`src/rtl/hazard_stall_controller_if.sv`:
```
// Hazard inputs from the pipeline and per-stage write/flush controls back to it.
interface hazard_stall_controller_if;
  logic [4:0] id_rs1;
  logic [4:0] id_rs2;
  logic       id_uses_rs1;
  logic       id_uses_rs2;
  logic [4:0] id_ex_rd;
  logic       id_ex_MemRead;
  logic       ex_branch_taken;
  logic       ex_mem_MemReq;
  logic       dmem_ready;
  logic       pc_write;
  logic       if_id_write;
  logic       if_id_flush;
  logic       id_ex_write;
  logic       id_ex_flush;
  logic       ex_mem_write;
  logic       mem_wb_flush;

  modport master (
    output id_rs1, id_rs2, id_uses_rs1, id_uses_rs2, id_ex_rd, id_ex_MemRead,
           ex_branch_taken, ex_mem_MemReq, dmem_ready,
    input  pc_write, if_id_write, if_id_flush, id_ex_write, id_ex_flush,
           ex_mem_write, mem_wb_flush
  );

  modport slave (
    input  id_rs1, id_rs2, id_uses_rs1, id_uses_rs2, id_ex_rd, id_ex_MemRead,
           ex_branch_taken, ex_mem_MemReq, dmem_ready,
    output pc_write, if_id_write, if_id_flush, id_ex_write, id_ex_flush,
           ex_mem_write, mem_wb_flush
  );
endinterface

```
`src/rtl/hazard_stall_controller.sv`:
```
// Pipeline sequencing controller: load-use bubbles, branch squash, MEM-wait freeze
// with timeout fault, plus saturating stall/flush performance counters.
module hazard_stall_controller #(
  parameter int unsigned MEM_TIMEOUT = 16,
  parameter int unsigned CNT_W       = 32
) (
  input  logic                      clk,
  input  logic                      reset,
  hazard_stall_controller_if.slave  hz,
  output logic                      mem_fault,
  output logic [1:0]                ctrl_state,
  output logic [CNT_W-1:0]          stall_cycles,
  output logic [CNT_W-1:0]          flush_events
);

  localparam int unsigned WAIT_W = (MEM_TIMEOUT == 0) ? 1 : $clog2(MEM_TIMEOUT + 1);

  typedef enum logic [1:0] {
    ST_RUN      = 2'd0,
    ST_MEM_WAIT = 2'd1,
    ST_FAULT    = 2'd2
  } state_e;

  state_e              state_q, state_d;
  logic [WAIT_W-1:0]   wait_cnt_q, wait_cnt_d;
  logic                mem_fault_q, mem_fault_d;
  logic [CNT_W-1:0]    stall_cycles_q, stall_cycles_d;
  logic [CNT_W-1:0]    flush_events_q, flush_events_d;

  logic memwait, load_use, freeze, branch_apply;
  logic pc_write_c, if_id_write_c, if_id_flush_c, id_ex_write_c, id_ex_flush_c;
  logic ex_mem_write_c, mem_wb_flush_c;

  always_comb begin
    memwait  = hz.ex_mem_MemReq & ~hz.dmem_ready;
    load_use = hz.id_ex_MemRead & (hz.id_ex_rd != 5'd0) &
               ((hz.id_uses_rs1 & (hz.id_ex_rd == hz.id_rs1)) |
                (hz.id_uses_rs2 & (hz.id_ex_rd == hz.id_rs2)));
    // FAULT freezes unconditionally; otherwise only an outstanding data access does
    freeze       = (state_q == ST_FAULT) | memwait;
    branch_apply = ~reset & ~freeze & hz.ex_branch_taken;
  end

  // Mealy stage controls, priority reset > freeze > branch > load-use
  always_comb begin
    pc_write_c     = 1'b1;
    if_id_write_c  = 1'b1;
    if_id_flush_c  = 1'b0;
    id_ex_write_c  = 1'b1;
    id_ex_flush_c  = 1'b0;
    ex_mem_write_c = 1'b1;
    mem_wb_flush_c = 1'b0;
    if (reset) begin
      pc_write_c     = 1'b0;
      if_id_write_c  = 1'b0;
      id_ex_write_c  = 1'b0;
      ex_mem_write_c = 1'b0;
      if_id_flush_c  = 1'b1;
      id_ex_flush_c  = 1'b1;
      mem_wb_flush_c = 1'b1;
    end else if (freeze) begin
      pc_write_c     = 1'b0;
      if_id_write_c  = 1'b0;
      id_ex_write_c  = 1'b0;
      ex_mem_write_c = 1'b0;
      mem_wb_flush_c = 1'b1;
    end else if (hz.ex_branch_taken) begin
      if_id_flush_c  = 1'b1;
      id_ex_flush_c  = 1'b1;
    end else if (load_use) begin
      pc_write_c     = 1'b0;
      if_id_write_c  = 1'b0;
      id_ex_flush_c  = 1'b1;
    end
  end

  assign hz.pc_write     = pc_write_c;
  assign hz.if_id_write  = if_id_write_c;
  assign hz.if_id_flush  = if_id_flush_c;
  assign hz.id_ex_write  = id_ex_write_c;
  assign hz.id_ex_flush  = id_ex_flush_c;
  assign hz.ex_mem_write = ex_mem_write_c;
  assign hz.mem_wb_flush = mem_wb_flush_c;

  // Next-state, wait counter and sticky fault
  always_comb begin
    state_d     = state_q;
    wait_cnt_d  = wait_cnt_q;
    mem_fault_d = mem_fault_q;
    unique case (state_q)
      ST_RUN: begin
        if (memwait) begin
          state_d    = ST_MEM_WAIT;
          wait_cnt_d = (MEM_TIMEOUT == 0) ? WAIT_W'(0) : WAIT_W'(1);
        end
      end
      ST_MEM_WAIT: begin
        if (hz.dmem_ready) begin
          state_d    = ST_RUN;
          wait_cnt_d = WAIT_W'(0);
        end else if ((MEM_TIMEOUT != 0) && (wait_cnt_q == WAIT_W'(MEM_TIMEOUT))) begin
          state_d     = ST_FAULT;
          mem_fault_d = 1'b1;
        end else if (MEM_TIMEOUT != 0) begin
          wait_cnt_d = WAIT_W'(wait_cnt_q + WAIT_W'(1));
        end
      end
      ST_FAULT: begin
        state_d     = ST_FAULT;
        mem_fault_d = 1'b1;
      end
      default: begin
        state_d    = ST_RUN;
        wait_cnt_d = WAIT_W'(0);
      end
    endcase
  end

  // Saturating performance counters
  always_comb begin
    stall_cycles_d = stall_cycles_q;
    flush_events_d = flush_events_q;
    if (~reset && (state_q != ST_FAULT) && ~pc_write_c && (stall_cycles_q != '1))
      stall_cycles_d = CNT_W'(stall_cycles_q + CNT_W'(1));
    if (branch_apply && (flush_events_q != '1))
      flush_events_d = CNT_W'(flush_events_q + CNT_W'(1));
  end

  always_ff @(posedge clk) begin
    if (reset) begin
      state_q        <= ST_RUN;
      wait_cnt_q     <= '0;
      mem_fault_q    <= 1'b0;
      stall_cycles_q <= '0;
      flush_events_q <= '0;
    end else begin
      state_q        <= state_d;
      wait_cnt_q     <= wait_cnt_d;
      mem_fault_q    <= mem_fault_d;
      stall_cycles_q <= stall_cycles_d;
      flush_events_q <= flush_events_d;
    end
  end

  assign mem_fault    = mem_fault_q;
  assign ctrl_state   = state_q;
  assign stall_cycles = stall_cycles_q;
  assign flush_events = flush_events_q;

endmodule

```
`src/flat_wrapper.sv`:
```
// flat-port wrapper written by rule: the top's interface ports become plain ports
module hazard_stall_controller_flat 
#(
  parameter int unsigned MEM_TIMEOUT = 16,
  parameter int unsigned CNT_W       = 32
)
  (clk, reset, mem_fault, ctrl_state, stall_cycles, flush_events, hz_id_rs1, hz_id_rs2, hz_id_uses_rs1, hz_id_uses_rs2, hz_id_ex_rd, hz_id_ex_MemRead, hz_ex_branch_taken, hz_ex_mem_MemReq, hz_dmem_ready, hz_pc_write, hz_if_id_write, hz_if_id_flush, hz_id_ex_write, hz_id_ex_flush, hz_ex_mem_write, hz_mem_wb_flush);
  hazard_stall_controller_if hz_i ();
  input  logic clk;
  input  logic reset;
  output logic mem_fault;
  output logic [1:0] ctrl_state;
  output logic [CNT_W-1:0] stall_cycles;
  output logic [CNT_W-1:0] flush_events;
  input wire logic [$bits(hz_i.id_rs1)-1:0] hz_id_rs1;
  input wire logic [$bits(hz_i.id_rs2)-1:0] hz_id_rs2;
  input wire logic [$bits(hz_i.id_uses_rs1)-1:0] hz_id_uses_rs1;
  input wire logic [$bits(hz_i.id_uses_rs2)-1:0] hz_id_uses_rs2;
  input wire logic [$bits(hz_i.id_ex_rd)-1:0] hz_id_ex_rd;
  input wire logic [$bits(hz_i.id_ex_MemRead)-1:0] hz_id_ex_MemRead;
  input wire logic [$bits(hz_i.ex_branch_taken)-1:0] hz_ex_branch_taken;
  input wire logic [$bits(hz_i.ex_mem_MemReq)-1:0] hz_ex_mem_MemReq;
  input wire logic [$bits(hz_i.dmem_ready)-1:0] hz_dmem_ready;
  output wire logic [$bits(hz_i.pc_write)-1:0] hz_pc_write;
  output wire logic [$bits(hz_i.if_id_write)-1:0] hz_if_id_write;
  output wire logic [$bits(hz_i.if_id_flush)-1:0] hz_if_id_flush;
  output wire logic [$bits(hz_i.id_ex_write)-1:0] hz_id_ex_write;
  output wire logic [$bits(hz_i.id_ex_flush)-1:0] hz_id_ex_flush;
  output wire logic [$bits(hz_i.ex_mem_write)-1:0] hz_ex_mem_write;
  output wire logic [$bits(hz_i.mem_wb_flush)-1:0] hz_mem_wb_flush;
  assign hz_i.id_rs1 = hz_id_rs1;
  assign hz_i.id_rs2 = hz_id_rs2;
  assign hz_i.id_uses_rs1 = hz_id_uses_rs1;
  assign hz_i.id_uses_rs2 = hz_id_uses_rs2;
  assign hz_i.id_ex_rd = hz_id_ex_rd;
  assign hz_i.id_ex_MemRead = hz_id_ex_MemRead;
  assign hz_i.ex_branch_taken = hz_ex_branch_taken;
  assign hz_i.ex_mem_MemReq = hz_ex_mem_MemReq;
  assign hz_i.dmem_ready = hz_dmem_ready;
  assign hz_pc_write = hz_i.pc_write;
  assign hz_if_id_write = hz_i.if_id_write;
  assign hz_if_id_flush = hz_i.if_id_flush;
  assign hz_id_ex_write = hz_i.id_ex_write;
  assign hz_id_ex_flush = hz_i.id_ex_flush;
  assign hz_ex_mem_write = hz_i.ex_mem_write;
  assign hz_mem_wb_flush = hz_i.mem_wb_flush;
  hazard_stall_controller #(.MEM_TIMEOUT(MEM_TIMEOUT), .CNT_W(CNT_W)) u_core (.clk(clk), .reset(reset), .hz(hz_i), .mem_fault(mem_fault), .ctrl_state(ctrl_state), .stall_cycles(stall_cycles), .flush_events(flush_events));
endmodule
```
`config.mk`:
```
export PLATFORM = sky130hd
export DESIGN_NAME = hazard_stall_controller_flat
export DESIGN_NICKNAME = d
export VERILOG_FILES = /design/src/rtl/hazard_stall_controller_if.sv /design/src/rtl/hazard_stall_controller.sv /design/src/flat_wrapper.sv
export SDC_FILE = /design/constraint.sdc
export NUM_CORES = 1
export LEC_CHECK = 0
export CELL_PAD_IN_SITES_DETAIL_PLACEMENT = 2
export CELL_PAD_IN_SITES_GLOBAL_PLACEMENT = 2
export CORE_UTILIZATION = 28
export DETAILED_ROUTE_END_ITERATION = 12
export GPL_TIMING_DRIVEN = 0
export PLACE_DENSITY_LB_ADDON = 0.1
export SYNTH_ARGS = -nofsm -noshare
export SYNTH_HDL_FRONTEND = slang
export SYNTH_SLANG_ARGS = --single-unit
export TNS_END_PERCENT = 30
```
`constraint.sdc`:
```
create_clock -name clk -period 2.8 [get_ports clk]
set_input_delay 0.56 -clock clk [delete_from_list [all_inputs] [get_ports clk]]
set_output_delay 0.56 -clock clk [all_outputs]
set_load 0.01 [all_outputs]
```
==> metrics.md, run 1 <==
| Metric | Value |
|---|---|
| Status | completed |
| VDD IR-drop max | 238 uV |
| Largest family of logic cells by synthesized area | simple AND/OR/NAND/NOR gates |
| Reg2reg path depth | 8 |
| Sequential element share of the synthesized area | 37.5% |
| Worst rel slew slack | 44.7% |
| Worst Hold Depth | 2 |
| Critical Path End Type | output port |
| Placed insts | 734 |
| Minimum clock period | 2710 ps |
| Setup-failing EPs final | 0 |
| Filler cells | 1540 |
| Mapped Nets | 490 |
| Layout cells sized above 1 | 9.39% |
| Rows | 42 |
| Synth Area in XOR/XNOR | 8.65% |
| GRT Total Usage | 19.9% |
| Setup slack, reg-to-reg | 300 ps |
| Synth area leaders | dfxtp_1 37%, xnor2_1 5.9%, nor2_1 5.0%, a21oi_1 4.2%, nand4_1 3.6% |
| Syn_area_per_cell | 8.31 sq um |
| CTS tree | yes |
| Initial Util | 28.8% |
| Post-Syn Instances | 463 |
| Vias | 3997 |
| Largest net degree at the start of global routing | 11 |
| Antenna Cells | 0 |
| WL per Instance | 18.4 um |
| Vias in the first global route | 4275 |
| Hold_sp | u_core.mem_fault$_SDFFE_PP0P_ |
| Reg-to-reg endpoint | u_core.stall_cycles[7]$_SDFFE_PP0P_ |
| Synth area leader | dfxtp_1 |
| IO Count | 97 |
| Proportion of synthesized area in mux cells | 1.98% |
| Synth cell types | 53 |
| Final #Nets | 599 |
| Drt via density | 5.32 |
| Top FF cell, synth | dfxtp_1 |
| Leak pwr | 1.71 nW |
| Clock sinks | 72 |
| Mapped Area | 3850 sq um |
| Post-synth ARST share | 0% |
| Clock Latency Late Sink | 340 ps |
| Clock Path Buffers | 2 |
| CTS clk-pin slew, worst paths | 60 ps |
| Count of non-filler cells in the finished layout | 751 |
| Seq cells post-synth | 72 |
| Total grt overflow | 0 |
| Slew Limit Fails | 0 |
| Clock buffer count from CTS | 9 |
| CP Launch Point | hz_dmem_ready |
| Core Region | 13300 sq um |
| Total Power | 2.25 mW |
| RSZ-0062 raised after global routing | true |
| Detailed Routing Iterations Pass 1 | 4 |
| Final wirelength | 13800 um |
| Required time of the critical path | 2240 ps |
| Die H | 119 um |
| HP Class | flop to flop |
| Post-synth top cells | 72 x dfxtp_1, 51 x nor2_1, 34 x nand2_1, 32 x a21oi_1, 26 x xnor2_1 |
| Port Buffers | 95 |
| Adder-Cell Fraction of Synth Area | 1.30% |
| Most frequent cell after synthesis | dfxtp_1 |
| DRT iter0 DRCs | 110 |
| Die area | 14200 sq um |
| Critical Path AT | 2150 ps |
| CTS Root Cell | clkbuf_16 |
| Worst Setup Start Kind | primary input |
| H-tree depth | 3 |
| Post-synth EDFFs | 0 |
| Final hold violations | 0 |
| Gpl congestion | 0.781 |
| Crit Path Category | primary input to output port |
| Max cap viols | 0 |
| Die X | 119 um |
| Residual DRC | 0 |
| Setup Skew | 4.21 ps |
| Final period util | 96.9% |
| Hold EP | u_core.mem_fault$_SDFFE_PP0P_ |
| Number of antenna violations at the first check in global routing | 0 |
| Fmax | 0.369 GHz |
| Compound-Gate Fraction of Synth Area | 14.8% |
| P per Cell Area | 421 nW/um^2 |
| Simple-Gate Fraction of Synth Area | 31.4% |
| R2r startpoint | u_core.stall_cycles[7]$_SDFFE_PP0P_ |
| Worst-Margin Slew | 818 ps |
| Largest driver fanout on the critical path | 5 |
| Post-DRT Antenna Nets | 0 |
| Global-route wire length before repair | 22300 um |
| Area delta synth->final | 39.0% |
| Share of the synthesized area in the top cell type | 37.5% |
| Util after Layout | 40.1% |
| Ys Warns | 0 |
| Dpl hpwl | 10100 um |
## final cells by class
| type | instances | area (sq um) | share of cell area, % |
|---|---|---|---|
| Sequential cell | 72 | 1440 | 26.9 |
| Buffer | 25 | 116 | 2.18 |
| Tap cell | 176 | 220 | 4.12 |
| Clock inverter | 1 | 5.00 | 0.0936 |
| Inverter | 14 | 52.6 | 0.982 |
| Timing Repair Buffer | 98 | 958 | 17.9 |
| Clock buffer | 13 | 250 | 4.68 |
| Multi-Input combinational cell | 352 | 2300 | 43.1 |
## worst max path at each step
| stage | endpoint | slack, ps | cells past startpoint |
|---|---|---|---|
| finish | hz_id_ex_write | 90 | 6 |
| CTS | hz_if_id_write | 20 | 7 |
| global placement | hz_pc_write | -750 | 8 |
| detailed placement | hz_pc_write | -800 | 8 |
| global route | u_core.stall_cycles[17]$_SDFFE_PP0P_ | -8 | 10 |
| floorplan | hz_pc_write | 410 | 6 |
## power by group
part / total (mW) / leakage (nW) / switching, mW / internal [mW]
clock: 1.05 / 0.126 / 0.433 / 0.614
sequential: 1.04 / 0.580 / 0.00713 / 1.03
combinational: 0.170 / 1.01 / 0.0924 / 0.0772
total: 2.25 / 1.71 / 0.533 / 1.72
## layout by cell type (no fill, tap or decap), types with 14 or more instances in the layout
master | synthesis | final
nand4_1 | 22 | 22
nand3_1 | 23 | 23
nor2_1 | 51 | 51
clkdlybuf4s50_1 | 0 | 87
o21ai_0 | 15 | 14
nand2_1 | 34 | 34
xnor2_1 | 26 | 26
dfxtp_1 | 72 | 72
inv_1 | 14 | 14
or3_1 | 14 | 14
a21oi_1 | 32 | 32
clkbuf_1 | 12 | 14
## through the flow
step	worst slack, ps	cell area [sq um]	hold WS [ps]	setup TNS (ps)
finish	86.7	5350	463	0
global route	-7.87	5350	488	-10.4
CTS	22.0	5330	464	0
detailed placement	-802	5020	454	-15470
global placement	-749	5020	436	-11190
floorplan	408	3850	449	0
## repair_timing
item | CTS | global route
hold buffers | 0 | 0
setup endpoints to repair | 18 | 5
pin swaps | 3 | 2
gates resized for setup | 18 | 6
setup buffers | 3 | 0
## flip-flops by register name (all words and copies together) (netlist names)
register	count
u_core.stall_cycles	32
u_core.ctrl_state	2
u_core.flush_events	32
u_core.wait_cnt_q	5
u_core.mem_fault	1
## kinds of logic (layout without fill, tap and decap cells)
kind of cell / after synthesis / count (layout)
and+or+nand+nor: 216 / 216
muxes: 7 / 7
xor gates and xnor gates: 38 / 38
buffers and inverters: 39 / 151
adders and majority gates: 4 / 4
DFF: 72 / 72
AOI/OAI and AO/OA: 87 / 87
## metal layers
metal | part of all wire [%] | global-route usage [%] | up-vias | routed length (um)
met5 | 0 | 0 | - | 0
met3 | 3.3 | 3.54 | 12 | 456
met1 | 45 | 24.3 | 1999 | 6250
li1 | - | - | 1910 | -
met2 | 50 | 35.0 | 76 | 6950
met4 | 1.1 | 6.49 | 0 | 158
## worst max-delay path: stages
cell and delay [ps]:
clkdlybuf4s50_1 490, nand2b_2 180, nand2_1 80, nor2_1 170
buf_4 140, clkdlybuf4s50_1 530
(Power assumes the default switching activity.)
==> run 2, diff against run 1 <==
Settings changed: CORE_MARGIN from default to 2.
==> run 2 against run 1 <==
Effect of this change: sequential power hardly changed; fmax grew 0.23%; register-to-register slack is essentially flat; first-iteration DRC count shrank 13%; global-route usage decreased by 0.28 points; combinational power barely moved; routed wire length is 0.60% higher; via count fell by 0.33%; die area increased by 3.4%; critical path depth grew 2; sequential share of layout area increased by 0.13 points; largest cell class unchanged.
==> metrics.md, run 2 (synthesis results as in run 1) <==
| Metric | Value |
|---|---|
| Status | completed |
| CTS Root Cell | clkbuf_16 |
| Vias | 3984 (-0.33%) |
| HP Class | flop to flop |
| Setup-failing EPs final | 0 (unchanged) |
| Final hold violations | 0 (unchanged) |
| Largest net degree at the start of global routing | 11 (unchanged) |
| P per Cell Area | 419 nW/um^2 (-0.59%) |
| Comb power frac | 7.6% (about the same) |
| Pre-CTS setup slack | -783 ps (+18.7 ps) |
| Final wirelength | 13900 um (+0.60%) |
| Worst Setup Start Kind | primary input |
| CTS clk-pin slew, worst paths | 60 ps (about the same) |
| Die area | 14700 sq um (+3.4%) |
| Cell chain of the critical path | dlygate4sd2_1, or4_4, o21ai_4, nand2b_4, nor2_1, nor2_1, buf_4, buf_4 |
| Worst rel slew slack | 45.0% (+0.26 points) |
| DRT iter0 DRCs | 96 (-13%) |
| Layout cells sized above 1 | 9.22% (-0.17 points) |
| Drt via density | 5.30 (-0.33%) |
| Sw Ratio | 23.7% (+0.030 points) |
| Met2 wire len | 7020 um (+1.1%) |
| Total Power | 2.23 mW (-1.1%) |
| Crit Path Category | primary input to output port |
| IO Count | 97 (unchanged) |
| Seq pwr share | 46.5% (+0.5 points) |
| H-tree depth | 3 (unchanged) |
| Count of non-filler cells in the finished layout | 751 (unchanged) |
| Cell Int Power | 1.70 mW (-1.1%) |
| Clock Path Buffers | 2 (unchanged) |
| Clock Latency Late Sink | 340 ps (about the same) |
| Initial Util | 28.8% (unchanged) |
| Critical Path End Type | output port |
| Minimum clock period | 2710 ps (-6.36 ps) |
| GRT Total Usage | 19.6% (-0.28 points) |
| Setup_tns | 0 ps (unchanged) |
| Area delta synth->final | 38.4% |
| Detailed Routing Iterations Pass 1 | 4 (unchanged) |
| Dpl cell area | 5020 sq um (unchanged) |
| Global-route wire length before repair | 22600 um (+1.4%) |
| Die H | 121 um (+1.7%) |
| CTS tree | yes |
| Slew Limit Fails | 0 (unchanged) |
| Number of antenna violations at the first check in global routing | 0 (unchanged) |
| Final setup margin | 93.1 ps (+6.36 ps) |
| Most frequent cells in the layout | 86 x clkdlybuf4s50_1, 72 x dfxtp_1, 50 x nor2_1, 34 x nand2_1, 32 x a21oi_1 |
| Gpl congestion | 0.775 (-0.83%) |
| Critical Path AT | 2150 ps (about the same) |
| Metal3 WL | 510 um (+12%) |
| Final Cell Area | 5320 sq um (-0.47%) |
| Util after Layout | 39.9% (-0.19 points) |
| Final #Nets | 598 (-0.17%) |
| P_sw | 0.528 mW (-0.94%) |
| Top routing layer in use | met4 |
| Max cap viols | 0 (unchanged) |
| Core Region | 13300 sq um (unchanged) |
| Die X | 121 um (+1.7%) |
| Final period util | 96.7% (-0.23 points) |
| Placed insts | 734 (unchanged) |
| Port Buffers | 95 (unchanged) |
| RSZ-0062 raised after global routing | false |
| Total grt overflow | 0 (unchanged) |
| Vias in the first global route | 4351 (+1.8%) |
| Rows | 42 (unchanged) |
| VDD IR-drop max | 204 uV (-14%) |
| Fmax | 0.369 GHz (+0.23%) |
| Clock buffer count from CTS | 9 (unchanged) |
| Critical path's slowest cell | or4_4 |
| Clk pwr share | 45.9% (-0.6 points) |
| Dpl hpwl | 10300 um (+2.1%) |
| Post-DRT Antenna Nets | 0 (unchanged) |
| Largest driver fanout on the critical path | 3 (-2) |
| Worst-Margin Slew | 814 ps (-3.87 ps) |
| Clock sinks | 72 (unchanged) |
| Residual DRC | 0 (unchanged) |
| Required time of the critical path | 2240 ps (about the same) |
| Worst path max stage delay | 560 ps (+30 ps) |
| Antenna Cells | 0 (unchanged) |
| Setup Skew | 5.25 ps (+1.04 ps) |
| Wl on met1 | 6050 um (-3.1%) |
| Leak pwr | 1.69 nW (-1.1%) |
| WL per Instance | 18.5 um (+0.60%) |
| Commonest non-fill, non-tap cell in the layout | clkdlybuf4s50_1 |
| Filler cells | 1545 (+0.32%) |
| Min Hold Slack | 450 ps (-12.9 ps) |
## run 2: cell type report
class                      instances  area (sq um)  share of cell area (%)
sequential                        72          1440                    27.1
timing repair buffer              97           948                    17.8
tap                              176           220                    4.14
multi-input combinational        352          2300                    43.1
inverter                          14          52.6                   0.987
clock buffer                      14           244                    4.58
buffer                            25           116                    2.19
clock inverter                     1          5.00                  0.0940
## run 2: what timing repair did
| action | 4_1_cts | 5_1_grt |
|---|---|---|
| setup buffers | 2 | 0 |
| hold buffers | 0 | 0 |
| gates resized for setup | 18 | 7 |
| endpoints found under the setup margin | 21 | 7 |
| pin swaps | 3 | 1 |
## run 2: worst paths after layout
path | end | cells past startpoint | slack [ps] | start
worst max register to register | u_core.stall_cycles[1]$_SDFFE_PP0P_ | 8 | 310 | u_core.stall_cycles[7]$_SDFFE_PP0P_
worst max-delay path | hz_pc_write | 8 | 90 | hz_id_ex_rd[0]
worst min register to register | u_core.mem_fault$_SDFFE_PP0P_ | 2 | 450 | u_core.mem_fault$_SDFFE_PP0P_
worst min-delay path | u_core.mem_fault$_SDFFE_PP0P_ | 2 | 450 | u_core.mem_fault$_SDFFE_PP0P_
## run 2: power by group through the flow
| stage | Combinational [mW] | Sequential, mW | Clock (mW) |
|---|---|---|---|
| 4_1_cts | 0.172 | 1.04 | 1.06 |
| 3_3_place_gp | 0.162 | 1.06 | 0 |
| 5_1_grt | 0.186 | 1.04 | 1.11 |
| 3_5_place_dp | 0.167 | 1.06 | 0 |
| 6_report | 0.169 | 1.04 | 1.02 |
| 2_1_floorplan | 0.0775 | 1.06 | 0 |
## run 2: metal layers
metal / GRT usage, % / up-vias
met4: 7.11 / 0
met5: 0 / -
met2: 34.8 / 85
li1: - / 1912
met1: 23.6 / 1962
met3: 3.52 / 25
## run 2: worst max-delay path: cells and delay by family
kind | cells | cell delay [ps]
and+or+nand+nor | 4 | 880
buffers and inverters | 3 | 500
AOI/OAI and AO/OA | 1 | 200
